<file path="src/rtl/wb_pkg.sv">
// Shared definitions for the dual-hart Wishbone arbiter: FSM encoding and default bus widths.
package wb_pkg;

    localparam int unsigned WB_DATA_WIDTH = 32;
    localparam int unsigned WB_ADDR_WIDTH = 32;

    typedef enum logic [1:0] {
        StIdle = 2'd0,
        StBusy = 2'd1,
        StErr  = 2'd2
    } wb_state_e;

endpackage

</file>
<file path="src/rtl/wb_watchdog.sv">
// Saturating count of unacknowledged strobe cycles; flags the cycle whose count reaches TIMEOUT.
module wb_watchdog #(
    parameter int unsigned TIMEOUT = 255
) (
    input  logic i_CLK,
    input  logic i_RSTn,
    input  logic i_en,
    input  logic i_clr,
    output logic o_expired
);

    localparam int unsigned CNT_W = $clog2(TIMEOUT + 1);
    localparam logic [CNT_W-1:0] LP_MAX  = CNT_W'(TIMEOUT);
    localparam logic [CNT_W-1:0] LP_LAST = CNT_W'(TIMEOUT - 1);

    logic [CNT_W-1:0] r_cnt;

    always_ff @(posedge i_CLK or negedge i_RSTn) begin
        if (!i_RSTn) begin
            r_cnt <= '0;
        end else if (i_clr) begin
            r_cnt <= '0;
        end else if (i_en && (r_cnt != LP_MAX)) begin
            r_cnt <= r_cnt + CNT_W'(1);
        end
    end

    // Expiry is flagged in the cycle whose increment reaches TIMEOUT, so ERR follows directly.
    assign o_expired = i_en && (r_cnt == LP_LAST);

endmodule

</file>
<file path="src/rtl/wb_rr_arbiter.sv">
// Two-master round-robin Wishbone arbiter with per-CYC grant hold and a timeout watchdog.
module wb_rr_arbiter
    import wb_pkg::*;
#(
    parameter int unsigned DATA_WIDTH = WB_DATA_WIDTH,
    parameter int unsigned ADDR_WIDTH = WB_ADDR_WIDTH,
    parameter int unsigned TIMEOUT    = 255
) (
    input  logic                  i_CLK,
    input  logic                  i_RSTn,
    input  logic [ADDR_WIDTH-1:0] i_s_ADDR_0,
    input  logic [DATA_WIDTH-1:0] i_s_DATA_0,
    input  logic                  i_s_WE_0,
    input  logic [3:0]            i_s_SEL_0,
    input  logic                  i_s_STB_0,
    input  logic                  i_s_CYC_0,
    input  logic                  i_s_TAGN_0,
    output logic [DATA_WIDTH-1:0] o_s_DATA_0,
    output logic                  o_s_ACK_0,
    output logic                  o_s_ERR_0,
    output logic                  o_s_TAGN_0,
    input  logic [ADDR_WIDTH-1:0] i_s_ADDR_1,
    input  logic [DATA_WIDTH-1:0] i_s_DATA_1,
    input  logic                  i_s_WE_1,
    input  logic [3:0]            i_s_SEL_1,
    input  logic                  i_s_STB_1,
    input  logic                  i_s_CYC_1,
    input  logic                  i_s_TAGN_1,
    output logic [DATA_WIDTH-1:0] o_s_DATA_1,
    output logic                  o_s_ACK_1,
    output logic                  o_s_ERR_1,
    output logic                  o_s_TAGN_1,
    output logic [ADDR_WIDTH-1:0] o_m_ADDR,
    output logic [DATA_WIDTH-1:0] o_m_DATA,
    output logic                  o_m_WE,
    output logic [3:0]            o_m_SEL,
    output logic                  o_m_STB,
    output logic                  o_m_CYC,
    output logic                  o_m_TAGN,
    input  logic [DATA_WIDTH-1:0] i_m_DATA,
    input  logic                  i_m_ACK,
    input  logic                  i_m_TAGN,
    output logic [1:0]            o_GNT
);

    wb_state_e  r_state, w_state_d;
    logic [1:0] r_gnt, w_gnt_d;
    logic       r_ptr, w_ptr_d;

    logic w_sel;
    logic w_cyc_g;
    logic w_stb_g;
    logic w_busy;
    logic w_err;
    logic w_wd_en;
    logic w_wd_clr;
    logic w_expired;

    assign w_sel   = r_gnt[1];
    assign w_cyc_g = w_sel ? i_s_CYC_1 : i_s_CYC_0;
    assign w_stb_g = w_sel ? i_s_STB_1 : i_s_STB_0;
    assign w_busy  = (r_state == StBusy);
    assign w_err   = (r_state == StErr);

    assign w_wd_en  = w_busy && w_cyc_g && w_stb_g && !i_m_ACK;
    assign w_wd_clr = !w_wd_en;

    wb_watchdog #(
        .TIMEOUT(TIMEOUT)
    ) u_watchdog (
        .i_CLK    (i_CLK),
        .i_RSTn   (i_RSTn),
        .i_en     (w_wd_en),
        .i_clr    (w_wd_clr),
        .o_expired(w_expired)
    );

    always_ff @(posedge i_CLK or negedge i_RSTn) begin
        if (!i_RSTn) begin
            r_state <= StIdle;
            r_gnt   <= 2'b00;
            r_ptr   <= 1'b0;
        end else begin
            r_state <= w_state_d;
            r_gnt   <= w_gnt_d;
            r_ptr   <= w_ptr_d;
        end
    end

    always_comb begin
        w_state_d = r_state;
        w_gnt_d   = r_gnt;
        w_ptr_d   = r_ptr;
        case (r_state)
            StIdle: begin
                if (i_s_CYC_0 && (!i_s_CYC_1 || !r_ptr)) begin
                    w_gnt_d   = 2'b01;
                    w_state_d = StBusy;
                end else if (i_s_CYC_1) begin
                    w_gnt_d   = 2'b10;
                    w_state_d = StBusy;
                end
            end
            StBusy: begin
                // Releasing CYC takes precedence over a simultaneous expiry.
                if (!w_cyc_g) begin
                    w_gnt_d   = 2'b00;
                    w_ptr_d   = !w_sel;
                    w_state_d = StIdle;
                end else if (w_expired) begin
                    w_state_d = StErr;
                end
            end
            StErr: begin
                w_gnt_d   = 2'b00;
                w_ptr_d   = !w_sel;
                w_state_d = StIdle;
            end
            default: begin
                w_gnt_d   = 2'b00;
                w_state_d = StIdle;
            end
        endcase
    end

    always_comb begin
        o_m_ADDR   = '0;
        o_m_DATA   = '0;
        o_m_WE     = 1'b0;
        o_m_SEL    = 4'h0;
        o_m_STB    = 1'b0;
        o_m_CYC    = 1'b0;
        o_m_TAGN   = 1'b0;
        o_s_DATA_0 = '0;
        o_s_ACK_0  = 1'b0;
        o_s_ERR_0  = 1'b0;
        o_s_TAGN_0 = 1'b0;
        o_s_DATA_1 = '0;
        o_s_ACK_1  = 1'b0;
        o_s_ERR_1  = 1'b0;
        o_s_TAGN_1 = 1'b0;
        if (w_busy) begin
            o_m_ADDR = w_sel ? i_s_ADDR_1 : i_s_ADDR_0;
            o_m_DATA = w_sel ? i_s_DATA_1 : i_s_DATA_0;
            o_m_WE   = w_sel ? i_s_WE_1   : i_s_WE_0;
            o_m_SEL  = w_sel ? i_s_SEL_1  : i_s_SEL_0;
            o_m_TAGN = w_sel ? i_s_TAGN_1 : i_s_TAGN_0;
            o_m_CYC  = w_cyc_g;
            o_m_STB  = w_stb_g && w_cyc_g;
            if (r_gnt[0]) begin
                o_s_DATA_0 = i_m_DATA;
                o_s_ACK_0  = i_m_ACK;
                o_s_TAGN_0 = i_m_TAGN;
            end
            if (r_gnt[1]) begin
                o_s_DATA_1 = i_m_DATA;
                o_s_ACK_1  = i_m_ACK;
                o_s_TAGN_1 = i_m_TAGN;
            end
        end
        if (w_err) begin
            o_s_ERR_0 = r_gnt[0];
            o_s_ERR_1 = r_gnt[1];
        end
    end

    assign o_GNT = r_gnt;

endmodule

</file>
<file path="config.mk">
export PLATFORM = sky130hd
export DESIGN_NAME = wb_rr_arbiter
export DESIGN_NICKNAME = d
export VERILOG_FILES = /design/src/rtl/wb_pkg.sv /design/src/rtl/wb_watchdog.sv /design/src/rtl/wb_rr_arbiter.sv
export SDC_FILE = /design/constraint.sdc
export NUM_CORES = 1
export LEC_CHECK = 0
export CORE_AREA = 5 5 123 125
export CTS_BUF_LIST = sky130_fd_sc_hd__clkbuf_2 sky130_fd_sc_hd__clkbuf_4 sky130_fd_sc_hd__clkbuf_8
export CTS_CLUSTER_DIAMETER = 30
export DETAILED_ROUTE_END_ITERATION = 16
export DIE_AREA = 0 0 128 130
export GPL_TIMING_DRIVEN = 0
export HOLD_SLACK_MARGIN = 0.12
export PLACE_DENSITY_LB_ADDON = 0.1
export SLEW_MARGIN = 20
export SYNTH_ARGS = -nofsm -noshare
export SYNTH_HDL_FRONTEND = slang
export SYNTH_SLANG_ARGS = --single-unit
</file>
<file path="constraint.sdc">
create_clock -name i_CLK -period 1.5 [get_ports i_CLK]
set_input_delay 0.225 -clock i_CLK [delete_from_list [all_inputs] [get_ports i_CLK]]
set_output_delay 0.225 -clock i_CLK [all_outputs]
set_load 0.005 [all_outputs]
</file>
---- Yosys cells after proc, flatten, opt, wreduce, memory -nomap -nowiden ----
Index checks and enable logic that the tools add are counted.
cells by class
  reduce and logical (&&, ||, !) cells .... 17
  muxes and demuxes ....................... 41
  $add $sub $neg .......................... 1
  eq/ne operators ......................... 8
operator list
  cell                                                                   number
  32-bit 2-to-1 mux                                                      8
  1-bit 2-to-1 mux                                                       19
  8-bit 2-to-1 mux                                                       2
  2-bit 2-to-1 mux                                                       7
  8-bit by 1-bit adder with 8-bit output, second input constant          1
  8-bit equality test, second input constant                             1
  4-bit 2-to-1 mux                                                       2
  8-bit != test, second input constant                                   1
  2-bit case mux with 2 select lines                                     2
  1-bit logical AND                                                      7
  2-bit AND reduction                                                    3
  1-bit logical NOT                                                      4
  2-bit != test, second input constant                                   2
  3-bit by 2-bit != test with 1-bit output, second input constant        1
  3-bit != test, second input constant                                   1
  2-bit by 1-bit equality test with 1-bit output, second input constant  1
  2-bit equality test, second input constant                             1
  2-bit logical NOT                                                      1
  1-bit case mux with 2 select lines                                     1
  2-bit nonzero test                                                     1
  1-bit logical OR                                                       1
word-level totals
  logic and storage cells ................. 71
  register bits after elaboration ......... 13
  output and inout port bits .............. 144
  input port bits ......................... 180

---- Depth between registers and ports, before layout ----
Gate-level depths: netlist of the first run.
  word-level depth ........................ 8
  mapped depth ............................ 5

---- Hierarchy ----
A second synthesis of the first run with hierarchy kept.
unflattened totals
  cell total of the unflattened synthesis .. 330
  area total of the unflattened synthesis .. 2548.7 um^2
by module, submodules not included
  module         area an instance (um^2)  instances  cells each  seq. area each (um^2)
  wb_rr_arbiter  2069.5                   1          280         125.1
  wb_watchdog    479.2                    1          50          200.2

---- Worst setup path before layout of the first run ----
No wires, ideal clock.
  path type ............................... flip-flop to flip-flop
  start point ............................. register u_watchdog.r_cnt[0]
  end point ............................... register u_watchdog.r_cnt[7]
  stages on the path, launching flop included .. 6
  setup slack ............................. -0.137 ns
  clock period less this slack ............ 1.637 ns
  library setup time ...................... 0.077 ns
  arrival ................................. 1.560 ns
  cells stage by stage .................... dfrtp_1 ha_1 and4_1 clkbuf_1 or4_1 a21oi_1
between the ends
  word-level cells in the longest chain between the ends .. 3
  elaborated cells on any way between the ends .. 6
  those cells by class .................... add/sub (1); eq/ne (2); mux (2); reduce/logical (1)
ends and longest elaborated chain
  item                                                                            line                                  text
  from (decl)                                                                     wb_watchdog.sv:16                     logic [CNT_W-1:0] r_cnt;
  from (signal assigned)                                                          wb_watchdog.sv:24                     r_cnt <= r_cnt + CNT_W'(1);
  8-bit by 1-bit adder with 8-bit output / 8-bit != test (equally long branches)  wb_watchdog.sv:24, wb_watchdog.sv:23
  8-bit 2-to-1 mux / 1-bit logical AND (equally long branches)                    wb_watchdog.sv:23                     end else if (i_en && (r_cnt != LP_MAX)) begin
  8-bit 2-to-1 mux / 2-bit != test (equally long branches)                        --
Parallel ways exist; a longest one is shown, timed or not. The select of a mux whose other input is x is not followed.
A chain may end at the register's enable or synchronous reset.

---- Worst setup path in the final report of the first run ----
  start point ............................. register r_state[1]
  end point ............................... output o_s_DATA_0[27]
between the ends
  word-level cells in the longest chain between the ends .. 2
ends and longest elaborated chain
  item                                            line                  text
  from (decl)                                     wb_rr_arbiter.sv:46   wb_state_e r_state, w_state_d;
  from (signal assigned)                          wb_rr_arbiter.sv:80   r_state <= StIdle;
  from (signal assigned)                          wb_rr_arbiter.sv:84   r_state <= w_state_d;
  2-bit by 1-bit equality test with 1-bit output  wb_rr_arbiter.sv:62   assign w_busy = (r_state == StBusy);
  32-bit 2-to-1 mux                               wb_rr_arbiter.sv:142  if (w_busy) begin
  to (decl)                                       wb_rr_arbiter.sv:18   output logic [DATA_WIDTH-1:0] o_s_DATA_0,
No other way between the ends.

==> results.md, run 1 <==
- Status: finished, violations left
- Failing checks: setup timing
- First-pass GRT wire length: 23.49 mm
- H-tree depth: 1
- Avg Cell Area, Syn: 7.125 µm²
- Top cell by count, worst path: buf_8
- CTS Buf Count: 3
- Initial antenna violation count: 0
- N_diodes: 0
- Final net count: 863
- Pwr Total: around 8.8 mW
- Syn Nets: 506
- Clk buf depth: 2
- Hold-fix buffers, CTS: 0
- CTS tree: built
- Worst Hold Class: primary input to asynchronous set/reset pin
- Area of the multi-input gates: ~0.0021 mm²
- Cell Pwr Density: 1382 mW/mm²
- Area contributors post-synth: mux2i_1 31%, and3_1 20%, dfrtp_1 14%, nor2_1 12%, clkbuf_1 4.1%
- Worst Path Arrival: ~1600 ps
- Clock Skew: 0.9068 ps
- Synth Area in XOR/XNOR: 0
- Mapped cell area: 0.002308 mm²
- Total Routing Usage GR: 0.1805
- Fraction of layout cells with a size suffix above 1: 0.3897
- WL final: around 17 mm
- Die Ht: about 130 µm
- Ys flop type: dfrtp_1
- Final hold slack: ~380 ps
- CP required: 1270 ps
- Adder-cell share of the synthesized area: 0.01084
- Via/cell ratio: 4.469
- Die X: 128 µm
- Largest family of logic cells by synthesized area: simple AND/OR/NAND/NOR gates
- Sequential share of the synthesized area: 0.1409
- Worst skew pair latency: 240 ps
- GR Layer Usage met1: 0.2054
- Vias in the first global route: 3621
- Largest area contributor in the netlist: mux2i_1
- Synth top area share: 0.3079
- ANT nets after route: 0
- Met3 Usage GRT: 0.04666
- Crit. End Element: output pin
- Worst R2R Setup Slack: -270 ps
- P&R area growth vs syn: 175.6%
- Cell Chain, Critical Path: clkbuf_8 > nor2b_4 > buf_8 > buf_8 > and3_1 > clkdlybuf4s15_2
- Asr flop ratio synth: 1.000
- Critical path fanouts, max: 10
- Filler cells: 1393
- Critical Path Max Stage Delay: between 300 and 400 ps
- RSZ-0062 raised after global routing: yes
- Hpwl dp: 13.98 mm
- DR vias: ~3800
- # rows: 43
- GPL Wtd Cong: ~0.91
- Post-route DRC violation count: 0
- Multiplexer share of the synthesized area: 0.3127
- Achievable Freq: roughly 0.56 GHz
- Wire per inst: 20.30 µm
- Total I/O pin count: around 320
- CP max-delay cell: dfrtp_1
- Distinct cells, synth: 35
- Post-synth EDFFs: 0
- CTS root buf: clkbuf_8
- Worst-Margin Slew: 619.1 ps
- Placeable Area: ~0.014 mm²
- Reg clk slew, reported paths: 60 ps
- Drt pass-1 iters: 4
- Slew HR: 0.5859
- Syn Inst Count: between 300 and 400
- Overflow after GRT: 0
- Worst IR Drop VDD: between 600 and 700 µV
- Final Hold Fails: 0
- Setup WS post-layout: -276.0 ps
- Crit path time final: 1776 ps
- Static Leak: 3.114 nW
- Setup violations, final: 151
- Max-slew violations: 0
- CTS sink cnt: 13
- Largest net degree at the start of global routing: 14
- Die area: 0.01664 mm²
- Sequential Area: 331.6 µm²
- Simple-gate share of the synthesized area: 0.3946
- IO buf count: 323
- Most Used Layer, Global Route: met2
- Max Cap Violations: 0
- M2 GR Usage: 0.3515
- Yosys warning count: 0
- Ratio of final minimum period to clock period: 1.184
- Compound-Gate Fraction of Synth Area: 0.07317
- Iteration-0 DRC count of the detailed router: 148
- Synth Register Bits: 13
- Sum Neg Setup Slack: -25990 ps
- Setup CP Type: flop to output pin
- Crit path launch type: flop
- Post-Route Utilization: 0.4619
- Initial core utilization: 0.1676
[synth_stat cells, drive strengths merged (2+ instances only)]
library cell	n
buf	9
o211ai	2
nand2b	4
nand3	3
a21o	2
nand4	2
nor3	5
ha	2
clkbuf	25
dfrtp	13
nor2	74
mux2i	71
nor2b	6
a211oi	2
and3	73
and4	2
inv	4
a21oi	7
a31oi	3
[timing repair]
action	in CTS	in global routing
setup endpoints to repair	154	153
pin swaps	1	24
buffers inserted	11	11
gates resized for setup	527	233
gates cloned	5	9
[layout by cell type (no fill, tap or decap), types with 2 or more instances in the layout]
cell type,instances
nor3_2,4
o211ai_1,2
nor2_1,72
clkbuf_2,27
clkdlybuf4s15_2,3
mux2i_4,3
buf_6,36
a21o_1,2
buf_8,10
and3_4,25
mux2i_1,60
dfrtp_1,8
and3_1,48
nor2_2,2
nand2b_1,4
clkbuf_16,12
buf_4,9
nor2b_1,5
dlymetal6s2s_1,3
buf_12,9
dfrtp_2,5
nand4_1,2
a31oi_1,3
clkbuf_8,11
nand3_1,3
inv_1,4
clkdlybuf4s50_1,178
a21oi_1,6
mux2i_2,8
buf_2,89
[sequential cells by signal, summed over array words and instances (netlist names)]
| name | count |
|---|---|
| r_ptr | 1 |
| r_state | 2 |
| o_GNT | 2 |
| u_watchdog.r_cnt | 8 |
[metal layers]
| layer | part of all wire | wire length [µm] |
|---|---|---|
| met4 | 0.0068 | 119 |
| met5 | 0 | 0 |
| met3 | 0.076 | 1332 |
| met2 | 0.53 | 9294 |
| met1 | 0.38 | 6711 |
[kinds of logic (layout without fill, tap and decap cells)]
kind of cell / after synthesis / count (layout)
DFF: 13 / 13
and+or+nand+nor: 175 / 175
buffers and inverters: 38 / 394
AOI/OAI and AO/OA: 24 / 24
muxes: 72 / 72
adders and majority gates: 2 / 2
[critical path, delay by kind of cell, from the launching register on]
kind | cells | cell delay (ps)
buf+inv | 4 | 650
flops | 1 | 380
simple gates | 2 | 280
[worst paths after layout]
path                                                  from                         endpoint  cells after the start
hold / removal                                      i_RSTn  u_watchdog.r_cnt[2]$_DFFE_PN0P_                      1
max in group asynchronous                           i_RSTn             o_GNT[0]$_DFFE_PN0P_                      1
hold reg to reg            u_watchdog.r_cnt[7]$_DFFE_PN0P_  u_watchdog.r_cnt[7]$_DFFE_PN0P_                      2
setup / recovery                    r_state[1]$_DFFE_PN0P_                   o_s_DATA_0[27]                      6
min in group i_CLK                               i_s_CYC_0             o_GNT[1]$_DFFE_PN0P_                      3
setup reg to reg                      o_GNT[1]$_DFFE_PN0P_  u_watchdog.r_cnt[1]$_DFFE_PN0P_                      5
[power by group]
part | switching (mW) | total, mW | internal (mW)
clock network | 0.123 | 0.328 | 0.205
logic | 3.35 | 7.95 | 4.60
registers | 0.0910 | 0.509 | 0.418
[cell type report]
class,count,share of cell area
timing repair buffer,356,0.5054
multi-input combinational,273,0.3270
tap,180,0.03540
inverter,4,0.002360
buffer,30,0.07001
sequential,13,0.05211
clock buffer,4,0.007670
[through the flow]
stage | cell area (µm²) | std cells | worst slack, ps
2_1_floorplan | 2326 | 324 | -97.43
3_3_place_gp | 5784 | 827 | -989.3
3_5_place_dp | 5784 | 827 | -1074
4_1_cts | 5977 | 847 | -361.0
5_1_grt | 6362 | 860 | -357.6
6_report | 6362 | 860 | -276.0
No activity file was read; power rests on OpenSTA's default activity.
==> run 2, diff against run 1 <==
--- a/config.mk
+++ b/config.mk
@@ -12,7 +12,7 @@
 export DIE_AREA = 0 0 128 130
 export GPL_TIMING_DRIVEN = 0
 export HOLD_SLACK_MARGIN = 0.12
-export PLACE_DENSITY_LB_ADDON = 0.1
+export PLACE_DENSITY_LB_ADDON = 0.3
 export SLEW_MARGIN = 20
 export SYNTH_ARGS = -nofsm -noshare
 export SYNTH_HDL_FRONTEND = slang
==> run 2 against run 1 <==
  * The flow still finishes with violations (setup timing)
  * Design area increased by 9.2%
  * First-iteration DRC count down 32%
  * Flip-flop and latch count unchanged
  * Final cell count increased by 3.1%
  * Wire length grew 4.4%
  * Fmax decreased by 6.6%
  * Via count is 7.4% higher
  * Clock skew up 0.78 ps
  * Count of clock-buffer cells in the layout unchanged
  * Register-to-register slack worse by 130 ps
  * Largest power group unchanged
==> results.md, run 2 (same netlist as run 1, synthesis figures left out) <==
- Via/cell ratio: 4.652 (+4.1%)
- GPL Wtd Cong: 0.9040 (-0.99%)
- Die area: 0.01664 mm² (unchanged)
- Setup WS post-layout: -401.3 ps (-125.3 ps)
- Final Hold Fails: 0 (unchanged)
- Total I/O pin count: 324 (unchanged)
- Drt pass-1 iters: 4 (unchanged)
- Failing checks: setup timing
- Setup violations, final: 151 (unchanged)
- Slew HR: 0.5906 (+0.004688)
- Total Routing Usage GR: 0.1938 (+0.01329)
- Static Leak: 3.279 nW (+5.3%)
- Biggest register: u_watchdog.r_cnt
- Crit path time final: 1901 ps (+125.3 ps)
- Cell Count Post-Placement: 827 (unchanged)
- P&R area growth vs syn: 201.0%
- DR vias: 4126 (+7.4%)
- IO buf count: 323 (unchanged)
- Crit. End Element: flop
- Placeable Area: 0.01377 mm² (unchanged)
- Post-route DRC violation count: 0 (unchanged)
- Worst IR Drop VDD: 674.4 µV (+12%)
- Worst slack, placed: -981.3 ps (+93.01 ps)
- Final Non-Filler Cells: 887 (+3.1%)
- Setup CP Type: flop to flop
- Most common cell after layout, fill and taps aside: clkdlybuf4s50_1
- Fraction of layout cells with a size suffix above 1: 0.4427 (+0.05301)
- Die X: 128 µm (unchanged)
- Initial antenna violation count: 0 (unchanged)
- CP required: 1650 ps (+380 ps)
- Largest net degree at the start of global routing: 14 (unchanged)
- N_diodes: 0 (unchanged)
- Wire per inst: 20.54 µm (+1.2%)
- First-pass GRT wire length: 25.23 mm (+7.4%)
- Initial core utilization: 0.1676 (unchanged)
- Clk buf depth: 2 (unchanged)
- CTS tree: built
- CTS root buf: clkbuf_8
- Clock Skew: 1.683 ps (+0.7760 ps)
- Hold-fix buffers, CTS: 0 (unchanged)
- Critical path fanouts, max: 5 (-5)
- Max reg flops: 8 (unchanged)
- Max Cap Violations: 0 (unchanged)
- Crit path launch type: flop
- FF-to-FF Start: o_GNT[1]$_DFFE_PN0P_
- Cell Pwr Density: 1461 mW/mm² (+5.7%)
- Iteration-0 DRC count of the detailed router: 100 (-32%)
- ANT nets after route: 0 (unchanged)
- Hpwl dp: 13.29 mm (-4.9%)
- Die Ht: 130 µm (unchanged)
- Post-Route Utilization: 0.5045 (+0.04261)
- R2R depth: 7 (+2)
- Status: finished, violations left
- Final hold slack: 364.8 ps (-10.29 ps)
- Reg clk slew, reported paths: 60 ps (about the same)
- RSZ-0062 raised after global routing: yes
- Most frequent cells in the layout: 179 x clkdlybuf4s50_1, 99 x buf_2, 73 x nor2_1
- Worst-Margin Slew: 612.1 ps (-7.011 ps)
- Setup crit start: o_GNT[1]$_DFFE_PN0P_
- Worst Path Arrival: 2050 ps (+500 ps)
- Vias in the first global route: 4227 (+17%)
- # rows: 43 (unchanged)
- WL final: 18.22 mm (+4.4%)
- H-tree depth: 1 (unchanged)
- Worst skew pair latency: 240 ps (about the same)
- Achievable Freq: 0.5260 GHz (-6.6%)
- CTS Buf Count: 3 (unchanged)
- Worst R2R Setup Slack: -400 ps (-130 ps)
- Worst R2R End: u_watchdog.r_cnt[1]$_DFFE_PN0P_
- Overflow after GRT: 0 (unchanged)
- CTS sink cnt: 13 (unchanged)
- Ratio of final minimum period to clock period: 1.268 (+0.08355)
- Max-slew violations: 0 (unchanged)
- Worst Hold Class: primary input to asynchronous set/reset pin
- Final net count: 890 (+3.1%)
run 2: how the worst max path moves through the flow:
| stage | to | slack (ps) |
|---|---|---|
| 3_5_place_dp | o_s_DATA_1[4] | -980 |
| 5_1_grt | u_watchdog.r_cnt[1]$_DFFE_PN0P_ | -470 |
| 2_1_floorplan | u_watchdog.r_cnt[1]$_DFFE_PN0P_ | -100 |
| 6_report | u_watchdog.r_cnt[1]$_DFFE_PN0P_ | -400 |
| 4_1_cts | u_watchdog.r_cnt[1]$_DFFE_PN0P_ | -440 |
| 3_3_place_gp | o_s_DATA_1[4] | -980 |
run 2: cell type report:
cell class                      count  area [µm²]
Buffer                             31       432.9
Clock buffer                        4       48.80
Fill cell                        1290        6824
Inverter                            4       15.01
Multi-Input combinational cell    273        2272
Sequential cell                    13       327.8
Tap cell                          180       225.2
Timing Repair Buffer              382        3627
run 2: per-stage QoR:
| stage | power, mW | TNS, ps | instance area, µm² |
|---|---|---|---|
| 3_3_place_gp | 6.868 | -93110 | 5784 |
| 2_1_floorplan | 3.129 | -1891 | 2326 |
| 5_1_grt | 10.71 | -45940 | 6949 |
| 6_report | 10.15 | -36530 | 6949 |
| 3_5_place_dp | 6.931 | -97000 | 5784 |
| 4_1_cts | 9.292 | -44150 | 6609 |
run 2: report_power, final:
| group | switching [mW] | internal, mW | total [mW] |
|---|---|---|---|
| registers | 0.0724 | 0.414 | 0.487 |
| logic | 3.78 | 5.55 | 9.33 |
| clock network | 0.133 | 0.206 | 0.338 |
| total | 3.98 | 6.17 | 10.2 |
run 2: repair_timing:
action / in CTS / in global routing
pin swaps: 27 / 54
setup endpoints to repair: 154 / 153
setup buffers: 35 / 14
gates cloned: 11 / 5
resized for setup: 676 / 172
run 2: critical path, cell delays in order, from the launching register on:
cell	delay, ps
dfrtp_1	380
buf_6	150
buf_12	130
buf_6	110
mux2i_4	180
or4b_4	510
buf_6	160
a311oi_2	180
run 2: layer usage:
layer  part of all wire  routed length [µm]  track usage  up-vias
met1               0.38                6839       0.2218     1990
met5                  0                   0            0        -
met4              0.017                 316      0.04057        0
li1                   -                   -            -     1925
met3              0.081                1481      0.04830       24
met2               0.53                9582       0.3641      187
==> run 3, diff against run 2 <==
--- a/config.mk
+++ b/config.mk
@@ -12,6 +12,7 @@
 export DIE_AREA = 0 0 128 130
 export GPL_TIMING_DRIVEN = 0
 export HOLD_SLACK_MARGIN = 0.12
+export MAX_ROUTING_LAYER = met4
 export PLACE_DENSITY_LB_ADDON = 0.3
 export SLEW_MARGIN = 20
 export SYNTH_ARGS = -nofsm -noshare
==> run 3 against run 2 <==
  * Final cell count is 0.11% lower
  * Worst setup slack better by 46 ps
  * The run still ends with setup timing left
  * Via count is 1.1% lower
  * Register-to-register slack better by 50 ps
  * Largest power group unchanged
  * Count of clock-buffer cells in the layout stayed put
  * Critical path type is now flop to output pin
==> results.md, run 3 (same netlist as run 1, synthesis figures left out) <==
- IO buf count: 323 (unchanged)
- Cell area after layout: 0.007054 mm² (+1.5%)
- Most Used Layer, Global Route: met2
- P&R area growth vs syn: 205.6%
- Status: finished, violations left
- Total I/O pin count: 324 (unchanged)
- Final Hold Fails: 0 (unchanged)
- Total Routing Usage GR: 0.2005 (+0.006692)
- Sequential Area: 331.6 µm² (+1.1%)
- Fraction of layout cells with a size suffix above 1: 0.4731 (+0.03037)
- CTS Buf Count: 3 (unchanged)
- Placeable Area: 0.01377 mm² (unchanged)
- Setup CP Type: flop to output pin
- Clk buf depth: 2 (unchanged)
- Vias in the first global route: 4279 (+1.2%)
- Post-Route Utilization: 0.5122 (+0.007631)
- GR Layer Usage met1: 0.2317 (+0.009842)
- # rows: 43 (unchanged)
- Crit path launch type: flop
- Top cell by count, worst path: buf_6
- Slew HR: 0.5845 (-0.006118)
- Max reg flops: 8 (unchanged)
- Filler cells: 1278 (-0.93%)
- Iteration-0 DRC count of the detailed router: 115 (+15%)
- CTS tree: built
- Critical Path Max Stage Delay: 450 ps (-60 ps)
- ANT nets after route: 0 (unchanged)
- Post-route DRC violation count: 0 (unchanged)
- Cell Pwr Density: 1446 mW/mm² (-1.1%)
- Hold-fix buffers, CTS: 0 (unchanged)
- WL final: 18.07 mm (-0.80%)
- Setup violations, final: 150 (-0.66%)
- CP required: 1270 ps (-380 ps)
- Worst-Margin Slew: 621.3 ps (+9.149 ps)
- Delay-heaviest family, CP: buffers and inverters
- Via/cell ratio: 4.606 (-0.98%)
- Worst skew pair latency: 250 ps (about the same)
- Max-slew violations: 0 (unchanged)
- Achievable Freq: 0.5390 GHz (+2.5%)
- Biggest register: u_watchdog.r_cnt
- Final net count: 889 (-0.11%)
- RSZ-0062 raised after global routing: yes
- Setup WS post-layout: -355.4 ps (+45.88 ps)
- CP max-delay cell: dfrtp_2
- Crit path time final: 1855 ps (-45.88 ps)
- Most common cell after layout, fill and taps aside: clkdlybuf4s50_1
- Static Leak: 3.201 nW (-2.4%)
- CTS root buf: clkbuf_8
- Cell Chain, Critical Path: buf_6 > buf_12 > buf_8 > buf_6 > mux2i_4 > nor2_1 > buf_2
- Critical path fanouts, max: 4 (-1)
- Hpwl dp: 13.41 mm (+0.87%)
- Wire per inst: 20.40 µm (-0.69%)
- Overflow after GRT: 0 (unchanged)
- DR vias: 4081 (-1.1%)
- Reg clk slew, reported paths: 50 ps (about the same)
- Ratio of final minimum period to clock period: 1.237 (-0.03058)
- Die Ht: 130 µm (unchanged)
- Dpl cell area: 0.005784 mm² (unchanged)
- Max Cap Violations: 0 (unchanged)
- Clock Skew: 3.138 ps (+1.455 ps)
- Die area: 0.01664 mm² (unchanged)
- Worst Path Arrival: 1630 ps (-420 ps)
- Failing checks: setup timing
- Die X: 128 µm (unchanged)
- Worst IR Drop VDD: 675.2 µV (+0.12%)
- Critical path buffers and inverters: 5 (+1)
- Initial core utilization: 0.1676 (unchanged)
- CTS sink cnt: 13 (unchanged)
- N_diodes: 0 (unchanged)
- Area of the multi-input gates: 0.002377 mm² (+4.6%)
- Worst Hold Class: primary input to asynchronous set/reset pin
- Met3 Usage GRT: 0.03561 (-0.01269)
- GPL Wtd Cong: 0.9361 (+3.6%)
- Crit. End Element: output pin
- Largest net degree at the start of global routing: 14 (unchanged)
- H-tree depth: 1 (unchanged)
- First-pass GRT wire length: 25.61 mm (+1.5%)
- Drt pass-1 iters: 4 (unchanged)
- Initial antenna violation count: 0 (unchanged)
- M2 GR Usage: 0.3641 (unchanged)
- Most frequent cells in the layout: 179 x clkdlybuf4s50_1, 87 x buf_6, 84 x buf_2
-- run 3: through the flow --
step	std cells	TNS, ps	setup slack (ps)	hold WS [ps]	power, mW
2_1_floorplan	324	-1891	-97.43	-70.59	3.129
3_3_place_gp	827	-93390	-976.2	563.7	6.867
3_5_place_dp	827	-95500	-979.5	572.8	6.930
4_1_cts	891	-38610	-365.5	387.1	9.871
5_1_grt	886	-43850	-414.6	421.6	10.80
6_report	886	-35410	-355.4	368.5	10.20
-- run 3: cell type report --
| class | count | area share |
|---|---|---|
| plain buffers | 28 | 0.05392 |
| clock buffers | 4 | 0.006917 |
| inverters | 4 | 0.002128 |
| multi-input cells | 273 | 0.3370 |
| flip-flops and latches | 13 | 0.04700 |
| well taps | 180 | 0.03193 |
| repair buffers | 384 | 0.5211 |
-- run 3: path summary, 6_finish.rpt --
kind	from	slack (ps)	cells after the start	endpoint
worst max register to register	o_GNT[1]$_DFFE_PN0P_	-350	6	u_watchdog.r_cnt[1]$_DFFE_PN0P_
min in group i_CLK	u_watchdog.r_cnt[7]$_DFFE_PN0P_	590	2	u_watchdog.r_cnt[7]$_DFFE_PN0P_
worst min register to register	u_watchdog.r_cnt[7]$_DFFE_PN0P_	590	2	u_watchdog.r_cnt[7]$_DFFE_PN0P_
worst max-delay path	o_GNT[1]$_DFFE_PN0P_	-360	7	o_m_ADDR[25]
worst min-delay path	i_RSTn	370	1	u_watchdog.r_cnt[6]$_DFFE_PN0P_
max in group asynchronous	i_RSTn	690	1	u_watchdog.r_cnt[0]$_DFFE_PN0P_
-- run 3: power by group --
group          switching, mW  internal (mW)  leakage [nW]
Clock                  0.126          0.206        0.0262
Combinational           3.80           5.55          3.01
Sequential            0.0967          0.418         0.167
-- run 3: timing repair --
item,CTS,global route
gates cloned,14,1
endpoints found under the hold margin,0,0
gates resized for setup,808,112
setup buffers,46,9
pin swaps,35,42
endpoints found under the setup margin,154,153
-- run 3: metal layers --
metal | share of wire | wire length (µm)
met1 | 0.39 | 7057
met2 | 0.53 | 9495
met3 | 0.064 | 1162
met4 | 0.020 | 359
met5 | 0 | 0
